[config.mk]
export PLATFORM = sky130hd
export DESIGN_NAME = ps2_scancode_rx
export DESIGN_NICKNAME = d
export VERILOG_FILES = /design/src/rtl/ps2_scancode_rx.sv
export SDC_FILE = /design/constraint.sdc
export NUM_CORES = 1
export LEC_CHECK = 0
export CORE_MARGIN = 2
export CORE_UTILIZATION = 60
export CTS_CLUSTER_SIZE = 28
export DETAILED_ROUTE_END_ITERATION = 10
export PLACE_DENSITY = 0.89
export SLEW_MARGIN = 20
export SYNTH_ARGS = -nofsm -noshare
export SYNTH_HDL_FRONTEND = slang
export SYNTH_SLANG_ARGS = --single-unit
[constraint.sdc]
create_clock -name clk -period 5.9 [get_ports clk]
set_input_delay 0.59 -clock clk [delete_from_list [all_inputs] [get_ports clk]]
set_output_delay 0.59 -clock clk [all_outputs]
set_load 0.005 [all_outputs]
[src/rtl/ps2_scancode_rx.sv]
// PS/2 device-to-host receiver: synchronises the raw pins, deframes 11-bit
// frames into scan codes and queues them in a small FIFO for the display logic.
module ps2_scancode_rx #(
    parameter int FIFO_AW        = 3,
    parameter int TIMEOUT_CYCLES = 10000
) (
    input  logic       clk,
    input  logic       clrn,
    input  logic       ps2_clk,
    input  logic       ps2_data,
    input  logic       nextdata_n,
    output logic [7:0] data,
    output logic       ready,
    output logic       overflow,
    output logic       frame_err
);

    localparam int DEPTH = 1 << FIFO_AW;

    logic [2:0]         ps2c_sync_q;
    logic [1:0]         ps2d_sync_q;
    logic [3:0]         cnt_q, cnt_d;
    logic [9:0]         shift_q, shift_d;
    logic [15:0]        tout_q, tout_d;
    logic [FIFO_AW-1:0] wr_ptr_q, wr_ptr_d;
    logic [FIFO_AW-1:0] rd_ptr_q, rd_ptr_d;
    logic [7:0]         mem_q [DEPTH];
    logic               ready_q;
    logic               overflow_q, overflow_d;
    logic               frame_err_q, frame_err_d;

    logic               fall;
    logic               sample;
    logic               full;
    logic               write_en;

    assign fall   = ps2c_sync_q[2] & ~ps2c_sync_q[1];
    assign sample = ps2d_sync_q[1];
    assign full   = (wr_ptr_q + 1'b1) == rd_ptr_q;

    always_comb begin
        cnt_d       = cnt_q;
        shift_d     = shift_q;
        tout_d      = tout_q;
        wr_ptr_d    = wr_ptr_q;
        rd_ptr_d    = rd_ptr_q;
        overflow_d  = overflow_q;
        frame_err_d = 1'b0;
        write_en    = 1'b0;

        if (fall) begin
            tout_d = '0;
            if (cnt_q == 4'd10) begin
                // shift_q holds start in bit 0, d0..d7 in [8:1], parity in bit 9
                cnt_d = '0;
                if (!shift_q[0] && sample && (^shift_q[9:1])) begin
                    if (!full) begin
                        write_en = 1'b1;
                        wr_ptr_d = wr_ptr_q + 1'b1;
                    end else begin
                        overflow_d = 1'b1;
                    end
                end else begin
                    frame_err_d = 1'b1;
                end
            end else begin
                shift_d = {sample, shift_q[9:1]};
                cnt_d   = cnt_q + 4'd1;
            end
        end else if (cnt_q != 4'd0) begin
            if (tout_q == 16'(TIMEOUT_CYCLES - 1)) begin
                cnt_d       = '0;
                tout_d      = '0;
                frame_err_d = 1'b1;
            end else begin
                tout_d = tout_q + 16'd1;
            end
        end else begin
            tout_d = '0;
        end

        if (!nextdata_n && ready_q) begin
            rd_ptr_d = rd_ptr_q + 1'b1;
        end
    end

    always_ff @(posedge clk or negedge clrn) begin
        if (!clrn) begin
            ps2c_sync_q <= 3'b111;
            ps2d_sync_q <= 2'b11;
            cnt_q       <= '0;
            shift_q     <= '0;
            tout_q      <= '0;
            wr_ptr_q    <= '0;
            rd_ptr_q    <= '0;
            ready_q     <= 1'b0;
            overflow_q  <= 1'b0;
            frame_err_q <= 1'b0;
            for (int i = 0; i < DEPTH; i++) begin
                mem_q[i] <= '0;
            end
        end else begin
            ps2c_sync_q <= {ps2c_sync_q[1:0], ps2_clk};
            ps2d_sync_q <= {ps2d_sync_q[0], ps2_data};
            cnt_q       <= cnt_d;
            shift_q     <= shift_d;
            tout_q      <= tout_d;
            wr_ptr_q    <= wr_ptr_d;
            rd_ptr_q    <= rd_ptr_d;
            ready_q     <= (wr_ptr_d != rd_ptr_d);
            overflow_q  <= overflow_d;
            frame_err_q <= frame_err_d;
            if (write_en) begin
                mem_q[wr_ptr_q] <= shift_q[8:1];
            end
        end
    end

    assign data      = mem_q[rd_ptr_q];
    assign ready     = ready_q;
    assign overflow  = overflow_q;
    assign frame_err = frame_err_q;

endmodule

==> results.ini <==
[run_status]
run_status=completed

[timing]
final-hold-violation-count=0
worstMarginPinSlew_ns=0.929
setup_viol_count_final=0
fin_ws_ns=2.45
clock-skew-final_ns=0.0117
timing.fmax_ghz=0.290
rsz0062_at_grt=no
max-slew-margin-rel_pct=38.1
fin_crit_ns=3.45
period_share_pct=58.4
slew_violations=0
finalSetupTns_ns=0

[power_and_ir_drop]
cell_internal_pwr_mw=1.16
power_density_nw_per_um2=305
power_frac_comb_pct=19.2
p_leak_nw=2.60
p_total_mw=1.68
sw_frac_of_total_pct=31.2
power.switching_mw=0.525
peakVddDrop_uv=139
p_clk_share_pct=27.9
p_seq_share_pct=52.9

[layout]
layout-drive-gt1-share_pct=30.9
layout.nets=397
area_delta_synth_final_pct=7.60
final_util_pct=66.7
num-fill-cells=563
diodes=0
fin_area_um2=5510

[worst_setup_path]
worst_setup_path_end_kind=flop
r2r_start=wr_ptr_q[0]
crit_start=wr_ptr_q[0]
path_max_fanout=12
start_kind=flop
crit_required_ns=6.17
path_class=reg -> reg
critical_path_arrival_ns=3.72

[min_path]
min_path_type=in -> async

[floorplanning]
io_pins=16
rows=33
die_w_um=96.4
coreArea_um2=8260
initial_core_util_pct=62.0
die-area_um2=9280
die_y_um=96.4

[cts]
cts.clk_slew.worst_paths_ns=0.10
cts_root_buf=clkbuf_8
htree_levels=3
postCtsSetupBuffers=0
cts_buffer_depth=2
cts_tree=yes
cts.sinks=108
cts_inserted_buffers=9
ctsResizeCount=0
clk-insertion-delay-late_ns=0.39
hold_buffers=0

[logic_synthesis]
yosysMostFrequentCell=dfrtp_1
synth_top_area_share_pct=50.4
yosys_most_used_dff=dfrtp_1
netlist_area_um2=5120
synth_cell_type_count=46
synth-edff-count=0
synth_top_area_cell=dfrtp_1
ys_seq_elements=108
syn_area_per_cell_um2=13.4
ys_top_cells_by_area=dfrtp_1, mux2_2, mux4_2
syn-num-nets=394
synthCells=383
ys_top_cells_by_count=dfrtp_1, mux2_2, nand2_1
synth-seq-area-share_pct=52.9
async_flop_share_pct=100
ys_warn_count=0

[placement]
gp_congestion=0.832
dpl_cell_area_um2=5290
io_buffer_count=15
dp_hpwl_um=6100
pre_cts_slack_ns=2.13

[routing]
top_layer_used=met4
drcViolationCount=0
met3_length_um=284
wl_um=9280
firstDrtPassIters=4
vias=2931
wl_met1_um=4240
drtIter0Drc=169
antenna_left=0
wl_per_cell_um=18.7
viasPerCell=5.91
met2_length_um=4610

[global_route]
grt_max_degree=57
grt_pass1_wl_um=15700
antenna_found_initial=0
grt_usage_pct=23.0
gr-total-overflow=0
grt_pass1_vias=3048

[flow_run]
drv_cap=0

==> per-layer routing <==
| layer | up-vias | track usage (%) |
|---|---|---|
| li1 | 1358 | - |
| met2 | 42 | 35.5 |
| met3 | 12 | 4.78 |
| met4 | 0 | 7.39 |
| met1 | 1519 | 33.0 |
| met5 | - | 0 |
==> final cells by class <==
type                       instances  area, um2  share of cell area (%)
clock buffer                      10        138                    2.50
sequential                       108       2710                    49.2
inverter                           6       22.5                   0.409
clock inverter                     6       72.6                    1.32
tap                              105        131                    2.39
multi-input combinational        244       2270                    41.2
timing repair buffer              17        163                    2.95
==> cell families (layout without fill, tap and decap cells) <==
logic type	after synthesis	after routing	synth area share [%]
AO/OA/AOI/OAI	21	21	2.45
buffers and inverters	31	39	2.76
multiplexers	89	89	23.7
AND/OR/NAND/NOR	100	100	11.1
adder cells (fa/ha/maj)	6	6	1.47
XOR/XNOR	28	28	5.65
flip-flops	108	108	52.9
==> placed cells by master, fill, tap and decap left out, types with 2 or more instances in the layout <==
master           instances
dfrtp_1                103
mux2_2                  65
nand2_1                 37
mux4_2                  16
nor2_1                  16
xnor2_1                 15
clkdlybuf4s50_1         14
o21ai_0                 10
xor2_1                  10
clkbuf_8                10
and3_1                   8
mux2_4                   8
nand3_1                  7
inv_1                    6
ha_1                     6
nor3_1                   5
dfstp_2                  5
or3_1                    3
nor4_1                   3
nor3b_1                  3
a21oi_1                  3
clkinv_4                 3
buf_4                    3
nand4_1                  2
xor3_1                   2
nand3b_1                 2
o21a_1                   2
nor4b_4                  2
nand4bb_1                2
==> registers in the layout (all words and copies together), names as in the netlist, 2 cells and up <==
register / cells
cnt_q: 4
mem_q: 64
shift_q: 10
rd_ptr_q: 3
ps2c_sync_q: 3
ps2d_sync_q: 2
tout_q: 16
wr_ptr_q: 3
==> path summary, 6_finish.rpt <==
check / endpoint / slack (ns) / cells past startpoint
max in group asynchronous: mem_q[24] / 4.55 / 2
worst max register to register: mem_q[36] / 2.45 / 7
worst max-delay path: mem_q[36] / 2.45 / 7
worst min-delay path: tout_q[12] / 0.23 / 1
min in group clk: ps2c_sync_q[1] / 0.36 / 0
worst min register to register: ps2c_sync_q[1] / 0.36 / 0
==> critical path, cell delays in order, from the launching register on <==
cell,delay (ns)
dfrtp_1,0.72
ha_1,0.35
xor2_1,0.15
nor3_1,0.40
nor3b_1,0.12
a21oi_2,0.58
nand4bb_1,0.61
mux2_2,0.41
==> power by group through the flow <==
stage / registers [mW] / clock network, mW / logic (mW)
2_1_floorplan: 0.825 / 0 / 0.306
6_report: 0.889 / 0.469 / 0.322
5_1_grt: 0.902 / 0.508 / 0.356
4_1_cts: 0.890 / 0.478 / 0.325
3_3_place_gp: 0.900 / 0 / 0.312
3_5_place_dp: 0.904 / 0 / 0.321
==> stage by stage <==
stage               hold WS, ns  std cells
floorplan                 0.294        383
global placement          0.346        480
detailed placement        0.349        480
CTS                       0.263        496
global route              0.291        496
finish                    0.232        496
Note: power is estimated with default switching activity, not from simulation.
